[src/rtl/axi_wr_pkg.sv]
// Shared encodings for the AXI write-side slave memory bridge: burst types,
// controller states, captured AW attributes and the legal WRAP length set.
package axi_wr_pkg;

  localparam int unsigned LEN_W  = 8;
  localparam int unsigned SIZE_W = 3;

  typedef enum logic [1:0] {
    BURST_FIXED = 2'b00,
    BURST_INCR  = 2'b01,
    BURST_WRAP  = 2'b10,
    BURST_RSVD  = 2'b11
  } burst_e;

  typedef enum logic [1:0] {
    IDLE  = 2'b00,
    BURST = 2'b01,
    RESP  = 2'b10
  } state_e;

  typedef struct packed {
    logic [LEN_W-1:0]  len;
    logic [SIZE_W-1:0] size;
    burst_e            burst;
  } aw_attr_t;

  // WRAP bursts are only defined for 2, 4, 8 or 16 beats.
  function automatic logic wrap_len_legal(input logic [LEN_W-1:0] len);
    return (len == 8'd1) || (len == 8'd3) || (len == 8'd7) || (len == 8'd15);
  endfunction

endpackage

[src/rtl/axi_beat_addr.sv]
// Combinational next-beat address for FIXED / INCR / WRAP bursts.
module axi_beat_addr
  import axi_wr_pkg::*;
#(
  parameter int unsigned AW = 32
) (
  input  logic [AW-1:0]     addr,
  input  logic [SIZE_W-1:0] size,
  input  logic [LEN_W-1:0]  len,
  input  burst_e            burst,
  output logic [AW-1:0]     next_addr
);

  logic [AW-1:0] step;
  logic [AW-1:0] step_mask;
  logic [AW-1:0] wrap_bnd;
  logic [AW-1:0] wrap_mask;

  always_comb begin
    step      = AW'(1) << size;
    step_mask = step - AW'(1);
    wrap_bnd  = AW'({1'b0, len} + 9'd1) << size;
    wrap_mask = wrap_bnd - AW'(1);
    case (burst)
      BURST_FIXED: next_addr = addr;
      BURST_WRAP:  next_addr = (addr & ~wrap_mask) | ((addr + step) & wrap_mask);
      default:     next_addr = (addr & ~step_mask) + step;
    endcase
  end

endmodule

[src/rtl/axi_slave_wmem.sv]
// AXI write-channel slave that streams accepted W beats straight onto a
// memory write port, tracking burst addressing and flagging protocol errors.
module axi_slave_wmem
  import axi_wr_pkg::*;
#(
  parameter int unsigned AW      = 32,
  parameter int unsigned DW      = 64,
  parameter int unsigned MAXSIZE = 3
) (
  input  logic              clk,
  input  logic              resetn,
  input  logic [AW-1:0]     s_axi_awaddr,
  input  logic [LEN_W-1:0]  s_axi_awlen,
  input  logic [SIZE_W-1:0] s_axi_awsize,
  input  logic [1:0]        s_axi_awburst,
  input  logic              aw_fire,
  input  logic [DW-1:0]     s_axi_wdata,
  input  logic [DW/8-1:0]   s_axi_wstrb,
  input  logic              s_axi_wlast,
  input  logic              s_axi_wvalid,
  output logic              write_ready,
  input  logic              b_fire,
  output logic              mem_we,
  output logic [AW-1:0]     mem_addr,
  output logic [DW-1:0]     mem_wdata,
  output logic [DW/8-1:0]   mem_wstrb,
  input  logic              mem_ready,
  output logic              burst_done,
  output logic              wr_err,
  output logic              busy
);

  localparam logic [SIZE_W-1:0] MAX_SIZE = SIZE_W'(MAXSIZE);

  state_e            state_q, state_d;
  aw_attr_t          attr_q, attr_d;
  logic [AW-1:0]     addr_q, addr_d;
  logic [AW-1:0]     next_addr;
  logic [LEN_W-1:0]  cnt_q, cnt_d;
  logic              burst_done_q, burst_done_d;
  logic              wr_err_q, wr_err_d;
  logic              beat_acc;
  logic              last_beat;
  logic              aw_illegal;
  burst_e            aw_burst;

  // Classify the incoming AW; illegal requests degrade to a clamped INCR.
  always_comb begin
    aw_burst   = burst_e'(s_axi_awburst);
    aw_illegal = (aw_burst == BURST_RSVD) || (s_axi_awsize > MAX_SIZE) ||
                 ((aw_burst == BURST_WRAP) && !wrap_len_legal(s_axi_awlen));
  end

  assign write_ready = (state_q == BURST) & mem_ready;
  assign beat_acc    = s_axi_wvalid & write_ready;
  assign last_beat   = (cnt_q == attr_q.len);

  // Zero-latency memory port: the W beat is forwarded in its acceptance cycle.
  assign mem_we      = beat_acc;
  assign mem_addr    = addr_q;
  assign mem_wdata   = s_axi_wdata;
  assign mem_wstrb   = s_axi_wstrb;

  assign burst_done  = burst_done_q;
  assign wr_err      = wr_err_q;
  assign busy        = (state_q != IDLE);

  axi_beat_addr #(
    .AW(AW)
  ) u_beat_addr (
    .addr     (addr_q),
    .size     (attr_q.size),
    .len      (attr_q.len),
    .burst    (attr_q.burst),
    .next_addr(next_addr)
  );

  always_comb begin
    state_d      = state_q;
    attr_d       = attr_q;
    addr_d       = addr_q;
    cnt_d        = cnt_q;
    burst_done_d = 1'b0;
    wr_err_d     = wr_err_q;

    case (state_q)
      IDLE: begin
        if (b_fire) wr_err_d = 1'b1;
        if (aw_fire) begin
          state_d      = BURST;
          addr_d       = s_axi_awaddr;
          cnt_d        = '0;
          attr_d.len   = s_axi_awlen;
          attr_d.size  = (s_axi_awsize > MAX_SIZE) ? MAX_SIZE : s_axi_awsize;
          attr_d.burst = aw_illegal ? BURST_INCR : aw_burst;
          if (aw_illegal) wr_err_d = 1'b1;
        end
      end

      BURST: begin
        if (aw_fire || b_fire) wr_err_d = 1'b1;
        if (beat_acc) begin
          // The beat counter, not wlast, decides where the burst ends.
          if (s_axi_wlast != last_beat) wr_err_d = 1'b1;
          cnt_d  = cnt_q + 8'd1;
          addr_d = next_addr;
          if (last_beat) begin
            state_d      = RESP;
            burst_done_d = 1'b1;
          end
        end
      end

      RESP: begin
        if (aw_fire) wr_err_d = 1'b1;
        if (b_fire) state_d = IDLE;
      end

      default: state_d = IDLE;
    endcase
  end

  always_ff @(posedge clk or negedge resetn) begin
    if (!resetn) begin
      state_q      <= IDLE;
      attr_q       <= '0;
      addr_q       <= '0;
      cnt_q        <= '0;
      burst_done_q <= 1'b0;
      wr_err_q     <= 1'b0;
    end else begin
      state_q      <= state_d;
      attr_q       <= attr_d;
      addr_q       <= addr_d;
      cnt_q        <= cnt_d;
      burst_done_q <= burst_done_d;
      wr_err_q     <= wr_err_d;
    end
  end

endmodule

[config.mk]
export PLATFORM = sky130hd
export DESIGN_NAME = axi_slave_wmem
export DESIGN_NICKNAME = d
export VERILOG_FILES = /design/src/rtl/axi_wr_pkg.sv /design/src/rtl/axi_beat_addr.sv /design/src/rtl/axi_slave_wmem.sv
export SDC_FILE = /design/constraint.sdc
export NUM_CORES = 1
export LEC_CHECK = 0
export ABC_AREA = 1
export BUFFER_PORTS_ARGS = -buffer_cell sky130_fd_sc_hd__buf_4
export CORE_ASPECT_RATIO = 1.1
export CORE_MARGIN = 2
export CORE_UTILIZATION = 35
export CTS_CLUSTER_SIZE = 10
export DETAILED_ROUTE_END_ITERATION = 16
export MAX_ROUTING_LAYER = met4
export PLACE_DENSITY = 0.6
export SLEW_MARGIN = 10
export SYNTH_ARGS = -nofsm -noshare
export SYNTH_HDL_FRONTEND = slang
export SYNTH_HIERARCHICAL = 1
export SYNTH_SLANG_ARGS = --single-unit
[constraint.sdc]
create_clock -name clk -period 2.8 [get_ports clk]
set_input_delay 0.42 -clock clk [delete_from_list [all_inputs] [get_ports clk]]
set_output_delay 0.42 -clock clk [all_outputs]
set_load 0.1 [all_outputs]
Yosys cells after proc, flatten, opt, wreduce, memory -nomap -nowiden. Cells that the tools add are included.

Add/sub/neg operators: 6. Multipliers: 0. Div/mod/pow operators: 0. $lt $le $gt $ge: 1. Equal/unequal tests: 17. Shifts and indexed selects: 2. Muxes and demuxes: 25. Bitwise gates (word level): 8. Reduce and logical (&&, ||, !) cells: 18.

Operator list (number): $pmux W32 S2 (2); $and A32 B32 Y32 (3); $add A32 B32 Y32 (2); $mux W32 (2); $not A32 Y32 (2); $sub A32 B1 Y32 const B (2); $or A32 B32 Y32 (1); $shl A1 B3 Y32 const A (1); $shl A32 B3 Y32 (1); $mux W8 (2); $pmux W8 S2 (1); $ne A2 B2 Y1 const B (6); $mux W1 (10); $mux W2 (5); $add A8 B1 Y9 const B (1); $add A8 B1 Y8 const B (1); $eq A2 B2 Y1 const B (4); $eq A8 B1 Y1 const B (1); $eq A8 B2 Y1 const B (1); $eq A8 B3 Y1 const B (1); $eq A8 B4 Y1 const B (1); $eq A8 B8 Y1 (1); $reduce_and A4 Y1 (2); $logic_or A1 B1 Y1 (6); 14 further kinds (18).

Flip-flop bits (word level): 57. Bits in latches: 0. Memory bits (writable): 0. Memory bits (read-only): 0. Bits of input ports: 124. Output and inout bits: 109. Logic and storage cells: 85. Memories kept: 0.

Logic depth before layout (Yosys ltp). Gate-level depths: netlist of run 1.

Depth after elaboration: 10. Mapped depth: 20. Gate-level depth less buffers: 20.

Modules after synthesis. Netlist of run 1, hierarchy kept.

By module, submodules not included: axi_beat_addr (times used 1, cells an instance 734, area each 3648.5 µm²); axi_slave_wmem (times used 1, cells an instance 428, area each 3404.5 µm²).

Least setup slack after synthesis of run 1. OpenSTA, ideal clock, no wires.

Path kind: reg2reg. From: reg addr_q[2] (netlist: mem_addr[2]). To: reg addr_q[27] (netlist: mem_addr[27]). Arrival: 2.887 ns. Slack: -0.169 ns. Stages on the path, launching flop included: 16. Cells stage by stage: dfrtp_1 -> ha_1 -> a21oi_1 -> o21ai_0 -> a21oi_1 -> o21ai_0 -> nand2_1 -> nand2_1 -> nand2_1 -> nor3_1 -> nand2_1 -> nand2_1 -> nand3_1 -> nand2_1 -> nand2_1 -> a31oi_1.

Word-level cells in the longest chain between the ends: 6.

RTL lines: from (decl) (RTL line axi_slave_wmem.sv:37) `logic [AW-1:0] addr_q, addr_d;`; from (signal assigned) (RTL line axi_slave_wmem.sv:134) `addr_q <= addr_d;`; $add A32 B32 Y32 (RTL line axi_beat_addr.sv:26) `BURST_WRAP: next_addr = (addr & ~wrap_mask) | ((addr + step) & wrap_mask);`; $and A32 B32 Y32 (RTL line axi_beat_addr.sv:26); $or A32 B32 Y32 (RTL line axi_beat_addr.sv:26); $pmux W32 S2 * (RTL line axi_beat_addr.sv:24) `case (burst)`; net next_addr[27] (RTL line axi_slave_wmem.sv:38) `logic [AW-1:0] next_addr;`; $mux W32 * (RTL line axi_slave_wmem.sv:102) `if (beat_acc) begin`; $pmux W32 S2 * (RTL line axi_slave_wmem.sv:86) `case (state_q)`.

The timed path passes the listed nets; every way through them passes the cells marked *. The select of a mux whose other input is x is not followed. A chain may end at the register's enable or synchronous reset.

Worst setup path after layout of run 1.
From: reg attr_q[6] (netlist name). To: reg addr_q[15] (netlist: mem_addr[15]).

Word-level cells in the longest chain between the ends: 9.

RTL lines: from (decl) (RTL line axi_slave_wmem.sv:36) `aw_attr_t attr_q, attr_d;`; from (signal assigned) (RTL line axi_slave_wmem.sv:133) `attr_q <= attr_d;`; $add A8 B1 Y9 * (RTL line axi_beat_addr.sv:22) `wrap_bnd = AW'({1'b0, len} + 9'd1) << size;`; $shl A32 B3 Y32 * (RTL line axi_beat_addr.sv:22); $sub A32 B1 Y32 * (RTL line axi_beat_addr.sv:23) `wrap_mask = wrap_bnd - AW'(1);`; $not A32 Y32 (RTL line axi_beat_addr.sv:26); $and A32 B32 Y32 (RTL line axi_beat_addr.sv:26); $or A32 B32 Y32 * (RTL line axi_beat_addr.sv:26); $pmux W32 S2 * (RTL line axi_beat_addr.sv:24); net next_addr[15] (RTL line axi_slave_wmem.sv:38); $mux W32 * (RTL line axi_slave_wmem.sv:102); $pmux W32 S2 * (RTL line axi_slave_wmem.sv:86).

Marks and branches as above.

==> results.json, run 1 <==
{
  "cp_max_fo": 4,
  "synth.largest_area_cell": "dfrtp_1",
  "dp_hpwl_mm": 17.8,
  "layout_min_cycle_time_ps": 2800,
  "area_growth_syn_to_layout_pct": 32.7,
  "rsz0062_at_grt": "yes",
  "place.gp.congestion": 0.925,
  "first_pass_iters": 6,
  "drive_above_1_share_pct": 32.9,
  "violations": "setup timing",
  "fmax_mhz": 357,
  "crit_path_max_incr_delay_ps": 430,
  "yosysMostFrequentCell": "nand2_1",
  "hold_viol": 0,
  "cp-end-kind": "flip-flop",
  "synth_area_mm2": 0.00705,
  "synth_nets": 1308,
  "wl_met3_um": 992,
  "finalSetupViolCount": 1,
  "slowest_stage": "dfrtp_1",
  "synthCells": 1162,
  "dieArea_mm2": 0.0213,
  "grtUsageTotal_pct": 22.5,
  "rr_startpoint": "attr_q[6]$_DFFE_PN0P_",
  "stdcell_area_mm2": 0.00936,
  "tightest_slew_ps": 822,
  "netlist_top_cells_area": "dfrtp_1 (20%), nand2_1 (18%), nand3_1 (9.9%), buf_4 (7.8%), inv_1 (6.4%)",
  "p_sw_share_pct": 58.4,
  "power_frac_clock_pct": 8.8,
  "clk-insertion-delay-late_ps": 350,
  "path_class": "flip-flop to flip-flop",
  "die_x_um": 139,
  "vias": 7929,
  "whs_ps": 148,
  "synth_compound_area_share_pct": 11.8,
  "synth_commonest_cells": "nand2_1 (343), nand3_1 (139), inv_1 (121)",
  "synth_fa_ha_area_share_pct": 4.01,
  "yosys.cell_types.count": 48,
  "cp.arrival_ps": 3060,
  "topRoutingLayerUsed": "met4",
  "synth_top_area_share_pct": 20.2,
  "htreeDepth": 3,
  "critPathLaunchType": "flip-flop",
  "drt_wl_total_mm": 24.0,
  "grt_pass1_vias": 7601,
  "power.density_mw_per_mm2": 1430,
  "ys_seq_elements": 57,
  "drt-met1-wl_mm": 10.9,
  "rows": 54,
  "overflow": 0,
  "preCtsSetupSlack_ps": -162,
  "slew_headroom_pct": 45.2,
  "p_int_mw": 5.56,
  "max_cap_violations": 0,
  "synthArstFlopShare_pct": 100,
  "period_share_pct": 100,
  "wl_per_cell_um": 15.5,
  "seq_area_frac_synth_pct": 20.2,
  "synth_flop_cell": "dfrtp_1",
  "die-height_um": 153,
  "cpMostUsedCell": "nand2_2",
  "synth.mux.area_fraction_pct": 0,
  "fill_cells": 2078,
  "wl_met2_mm": 11.6,
  "synth_simple_gate_area_share_pct": 42.9,
  "power.leakage_nw": 4.67,
  "numCtsBuffers": 9,
  "seq_power_share_pct": 13.0,
  "worstPathRequired_ps": 3060,
  "nets": 1440,
  "grt_pass1_wl_mm": 37.8,
  "pwr-share-comb_pct": 78.3,
  "crit_start": "attr_q[6]$_DFFE_PN0P_",
  "ant_nets": 0,
  "maxSlewViolCount": 0,
  "cts.path.max_buffers": 2,
  "synth-edff-count": 0,
  "synth_top_family_by_area": "simple AND/OR/NAND/NOR gates",
  "grt_antenna_before_repair": 0,
  "fin_skew_ps": 10.8,
  "post_dp_cell_area_mm2": 0.00821,
  "cts_tree": "built",
  "switchingPower_mw": 7.83,
  "min_path_type": "input port to async pin",
  "synthXorXnorAreaFrac_pct": 3.85,
  "drc_errors": 0,
  "ir_drop_uv": 913,
  "port_buffers": 88,
  "synth.avg_cell_area_um2": 6.07,
  "fp.coreArea_mm2": 0.0198,
  "clk_pin_slew_worst_paths_ps": 60,
  "hold_buffers": 0,
  "final_util_pct": 47.3,
  "yosysWarnings": 6,
  "clkSinkCount": 57,
  "critical_path.cell_chain": "ha_4, nand2_2, nor2_4, nand2_2, nand3_2, nand2_2, nand2_2, nand3_2, nand2_2, nand2_2, nor2_4, nand3_2, nor3_2, ha_2, o21ai_2, nand2_1, o22ai_1, nand2_1, a31oi_1",
  "start_util_pct": 35.6,
  "viasPerCell": 5.12,
  "diodes": 0,
  "worst_slack_ps": -0.625,
  "grt_start_max_net_pins": 66,
  "root_buffer": "clkbuf_16",
  "run_status": "finished with violations",
  "io_pins": 233,
  "dr.first_iter.drc_count": 631
}
-- final cells by class --
type                    count  area (µm²)  share of cell area, %
well taps                 252         315                   3.37
repair buffers            226        1780                   19.0
clock inverters             3        40.0                  0.428
multi-input cells         866        5020                   53.6
flip-flops and latches     57        1440                   15.4
clock buffers              12         256                   2.74
inverters                 134         515                   5.51
-- placed cells by master, fill, tap and decap left out, types with 24 or more instances in the layout --
| cell | count |
|---|---|
| nand3_1 | 102 |
| xor2_1 | 24 |
| o21ai_0 | 31 |
| a31oi_1 | 34 |
| nand3_2 | 41 |
| nand2_2 | 39 |
| inv_1 | 112 |
| nand2_1 | 302 |
| buf_4 | 212 |
| nor2_1 | 102 |
| dfrtp_1 | 47 |
-- path summary, 6_finish.rpt --
path	to	slack, ps	depth (start not counted)
worst max-delay path	mem_addr[15]$_DFFE_PN0P_	-0.6	19
worst min-delay path	state_q[0]$_DFFE_PN0P_	150	1
worst max register to register	mem_addr[15]$_DFFE_PN0P_	-0.6	19
worst min register to register	cnt_q[7]$_DFFE_PN0P_	550	2
max in group asynchronous	mem_addr[4]$_DFFE_PN0P_	2020	1
min in group clk	attr_q[8]$_DFFE_PN0P_	290	3
-- worst max-delay path, delay by kind of cell, from the launching register on --
family | cells | cell delay (ps)
and+or+nand+nor | 14 | 1360
adders and majority gates | 2 | 490
AOI/OAI and AO/OA | 3 | 440
DFF | 1 | 430
-- logic make-up after synthesis --
kind of cell	Yosys count
buffers and inverters	239
AND/OR/NAND/NOR	673
adder cells (fa/ha/maj)	22
XOR/XNOR	31
flip-flops	57
AO/OA/AOI/OAI	140
-- per-layer routing --
metal	vias to the layer above	track usage, %
li1	3977	-
met1	3709	28.3
met2	201	37.7
met3	42	2.85
met4	0	7.07
met5	-	-
-- stage by stage --
stage / setup TNS [ps] / power (mW) / instances
after floorplan: 0 / 8.47 / 1162
after global placement: -1110 / 10.9 / 1513
after detailed placement: -1320 / 11.0 / 1513
after CTS: 0 / 12.3 / 1528
after global routing: -2650 / 14.4 / 1550
final: -0.625 / 13.4 / 1550
-- power by group through the flow --
stage                     clock [mW]  combinational [mW]  sequential, mW
final                           1.17                10.5            1.74
after detailed placement           0                9.27            1.71
after CTS                       1.19                9.36            1.71
after global placement             0                9.19            1.70
after floorplan                    0                5.13            3.34
after global routing            1.22                11.4            1.82
-- repair_timing --
item	4_1_cts	5_1_grt
gates resized for setup	19	166
buffers inserted	0	23
pin swaps	3	78
setup endpoints to repair	18	26
endpoints found under the hold margin	0	0
-- sequential cells by signal (all words and copies together) (netlist names) --
name	cells
mem_addr	32
attr_q	13
cnt_q	8
state_q	2
burst_done	1
wr_err	1
Power figures use the tool's default switching activity.
==> run 2, diff against run 1 <==
Settings changed: ABC_AREA 1 to unset, PLACE_DENSITY 0.6 to 0.61.
==> results.json, run 2 <==
{
  "crit_buf_inv": 0,
  "netlist_top_cells_area": "dfrtp_1 (23%), buf_4 (9.0%), mux2i_1 (6.7%), nand2_1 (6.4%), o21ai_0 (5.1%)",
  "run_status": "finished with violations",
  "worst_slack_ps": -509,
  "period_share_pct": 118,
  "cts_tree": "built",
  "grt_start_max_net_pins": 58,
  "grt_pass1_vias": 6000,
  "cpMostUsedCell": "o21ai_1",
  "die_x_um": 131,
  "clk-insertion-delay-late_ps": 340,
  "regToRegEndpoint": "mem_addr[30]$_DFFE_PN0P_",
  "post_dp_cell_area_mm2": 0.00778,
  "total_power_mw": 11.3,
  "start_util_pct": 35.5,
  "place.gp.congestion": 0.859,
  "cp-end-kind": "flip-flop",
  "ff2ff_path_depth": 14,
  "synth.largest_area_cell": "dfrtp_1",
  "fin_skew_ps": 4.73,
  "wl_per_cell_um": 15.7,
  "max_cap_violations": 0,
  "clk_pin_slew_worst_paths_ps": 50,
  "busiest_layer": "met2",
  "overflow": 0,
  "root_buffer": "clkbuf_16",
  "cp_max_fo": 5,
  "nets": 1089,
  "numCtsBuffers": 9,
  "critPathLaunchType": "flip-flop",
  "synth_flop_cell": "dfrtp_1",
  "synth.avg_cell_area_um2": 7.93,
  "dr.first_iter.drc_count": 262,
  "dp_hpwl_mm": 14.0,
  "drive_above_1_share_pct": 40.0,
  "yosysMostFrequentCell": "nand2_1",
  "grt_util_met3_pct": 2.56,
  "port_buffers": 88,
  "drc_errors": 0,
  "diodes": 0,
  "finalSetupViolCount": 24,
  "yosysWarnings": 6,
  "min_path_type": "input port to async pin",
  "final_cell_mix": "buf_4 (248), nand2_1 (105), nor2_1 (47), dfrtp_1 (44), mux2i_1 (42)",
  "cts.path.max_buffers": 2,
  "maxSlewViolCount": 0,
  "path_class": "flip-flop to flip-flop",
  "grt_pass1_wl_mm": 29.8,
  "final_util_pct": 47.7,
  "tightest_slew_ps": 776,
  "rsz0062_at_grt": "yes",
  "violations": "setup timing",
  "crit_start": "attr_q[4]$_DFFE_PN0P_",
  "synth_commonest_cells": "nand2_1 (106), buf_4 (75), o21ai_0 (64)",
  "io_pins": 233,
  "area_growth_syn_to_layout_pct": 34.3,
  "largest_reg_flops": 32,
  "drt_wl_total_mm": 18.6,
  "synth-edff-count": 0,
  "slew_headroom_pct": 48.3,
  "power.leakage_nw": 3.74,
  "met2_usage_pct": 35.5,
  "synth_top_area_share_pct": 22.8,
  "ir_drop_uv": 796,
  "met1_usage_pct": 22.7,
  "synthArstFlopShare_pct": 100,
  "fill_cells": 1779,
  "rr_startpoint": "attr_q[4]$_DFFE_PN0P_",
  "seq_area_frac_synth_pct": 22.8,
  "synth_area_mm2": 0.00625,
  "fmax_mhz": 302,
  "htreeDepth": 3,
  "dieArea_mm2": 0.0189,
  "yosys.cell_types.count": 85,
  "r2r_setup_slack_ps": -510,
  "hold_buffers": 0,
  "critical_path.cell_chain": "nor3_4, ha_4, fa_2, a21o_1, a21oi_2, o21ai_1, o211ai_1, a221o_1, or4b_4, o41a_4, nor2_2, xor2_1, mux2i_1, o21ai_1",
  "hold_viol": 0,
  "rows": 51,
  "layout_min_cycle_time_ps": 3310,
  "cp.arrival_ps": 3570,
  "power.density_mw_per_mm2": 1340,
  "viasPerCell": 5.18,
  "ant_nets": 0,
  "synth_nets": 934,
  "grtUsageTotal_pct": 19.8,
  "first_pass_iters": 4,
  "ys_seq_elements": 57,
  "crit_family": "compound AO/OA/AOI/OAI gates",
  "vias": 6134,
  "die-height_um": 144,
  "synthCells": 788,
  "fp.coreArea_mm2": 0.0176,
  "slowest_stage": "or4b_4",
  "clkSinkCount": 57,
  "final_common_cell": "buf_4",
  "grt_antenna_before_repair": 0,
  "stdcell_area_mm2": 0.00839,
  "worstPathRequired_ps": 3070,
  "crit_path_max_incr_delay_ps": 530
}
## run 2: changes by cell type after synthesis, sizes merged, moves of 31 or more
cell	change
a31oi	-31
inv	-107
mux2i	+42
nand2	-245
nand3	-130
nor2	-62
## run 2: worst reg2reg max path, stage by stage (launching register included)
cell and delay [ps]:
dfrtp_2 450, nor3_4 240, ha_4 170, fa_2 190
a21o_1 120, a21oi_2 60, o21ai_1 120, o211ai_1 100
a221o_1 320, or4b_4 530, o41a_4 430, nor2_2 110
xor2_1 150, mux2i_1 100, o21ai_1 140
## run 2: worst max path at each step
stage / end / slack (ps) / cells after the start
after floorplan: mem_addr[30]$_DFFE_PN0P_ / -660 / 16
after global placement: mem_addr[24]$_DFFE_PN0P_ / -500 / 14
after detailed placement: mem_addr[28]$_DFFE_PN0P_ / -570 / 14
after CTS: mem_addr[30]$_DFFE_PN0P_ / -540 / 14
after global routing: mem_addr[30]$_DFFE_PN0P_ / -760 / 14
final: mem_addr[30]$_DFFE_PN0P_ / -510 / 14
## run 2: where the power goes
part / switching (mW) / internal (mW)
combinational: 5.09 / 3.46
clock: 0.399 / 0.614
sequential: 0.515 / 1.20
total: 6.01 / 5.28
## run 2: final cells by class
type / count / area (µm²) / area share (%)
Clock inverter: 3 / 17.5 / 0.209
Timing Repair Buffer: 254 / 1940 / 23.2
Clock buffer: 12 / 246 / 2.94
Sequential cell: 57 / 1450 / 17.2
Tap cell: 238 / 298 / 3.55
Inverter: 25 / 93.8 / 1.12
Multi-Input combinational cell: 596 / 4350 / 51.8
## run 2: logic make-up (layout without fill, tap and decap cells)
| family | after synthesis | count (layout) | synth area share [%] |
|---|---|---|---|
| and+or+nand+nor | 289 | 289 | 23.1 |
| DFF | 57 | 57 | 22.8 |
| buffers and inverters | 135 | 294 | 13.3 |
| AOI/OAI and AO/OA | 171 | 171 | 18.8 |
| muxes | 55 | 55 | 9.07 |
| adders and majority gates | 22 | 22 | 4.52 |
| xor gates and xnor gates | 59 | 59 | 8.39 |
## run 2: metrics by stage
step / setup TNS, ps / hold WS, ps / cells / setup slack, ps
after floorplan: -7610 / 124 / 788 / -660
after global placement: -8930 / 519 / 1155 / -502
after detailed placement: -9720 / 538 / 1155 / -570
after CTS: -8820 / 194 / 1178 / -535
after global routing: -14160 / 214 / 1185 / -763
final: -8950 / 154 / 1185 / -509
## run 2: timing repair
action / 4_1_cts / 5_1_grt
buffers inserted: 8 / 7
gates resized for setup: 25 / 53
pin swaps: 16 / 26
setup endpoints to repair: 26 / 27
## run 2: per-layer routing
layer  vias up  part of all wire (%)
met4         0                   3.0
li1       3035                     -
met3        38                   3.3
met2       133                    51
met5         -                     0
met1      2928                    43
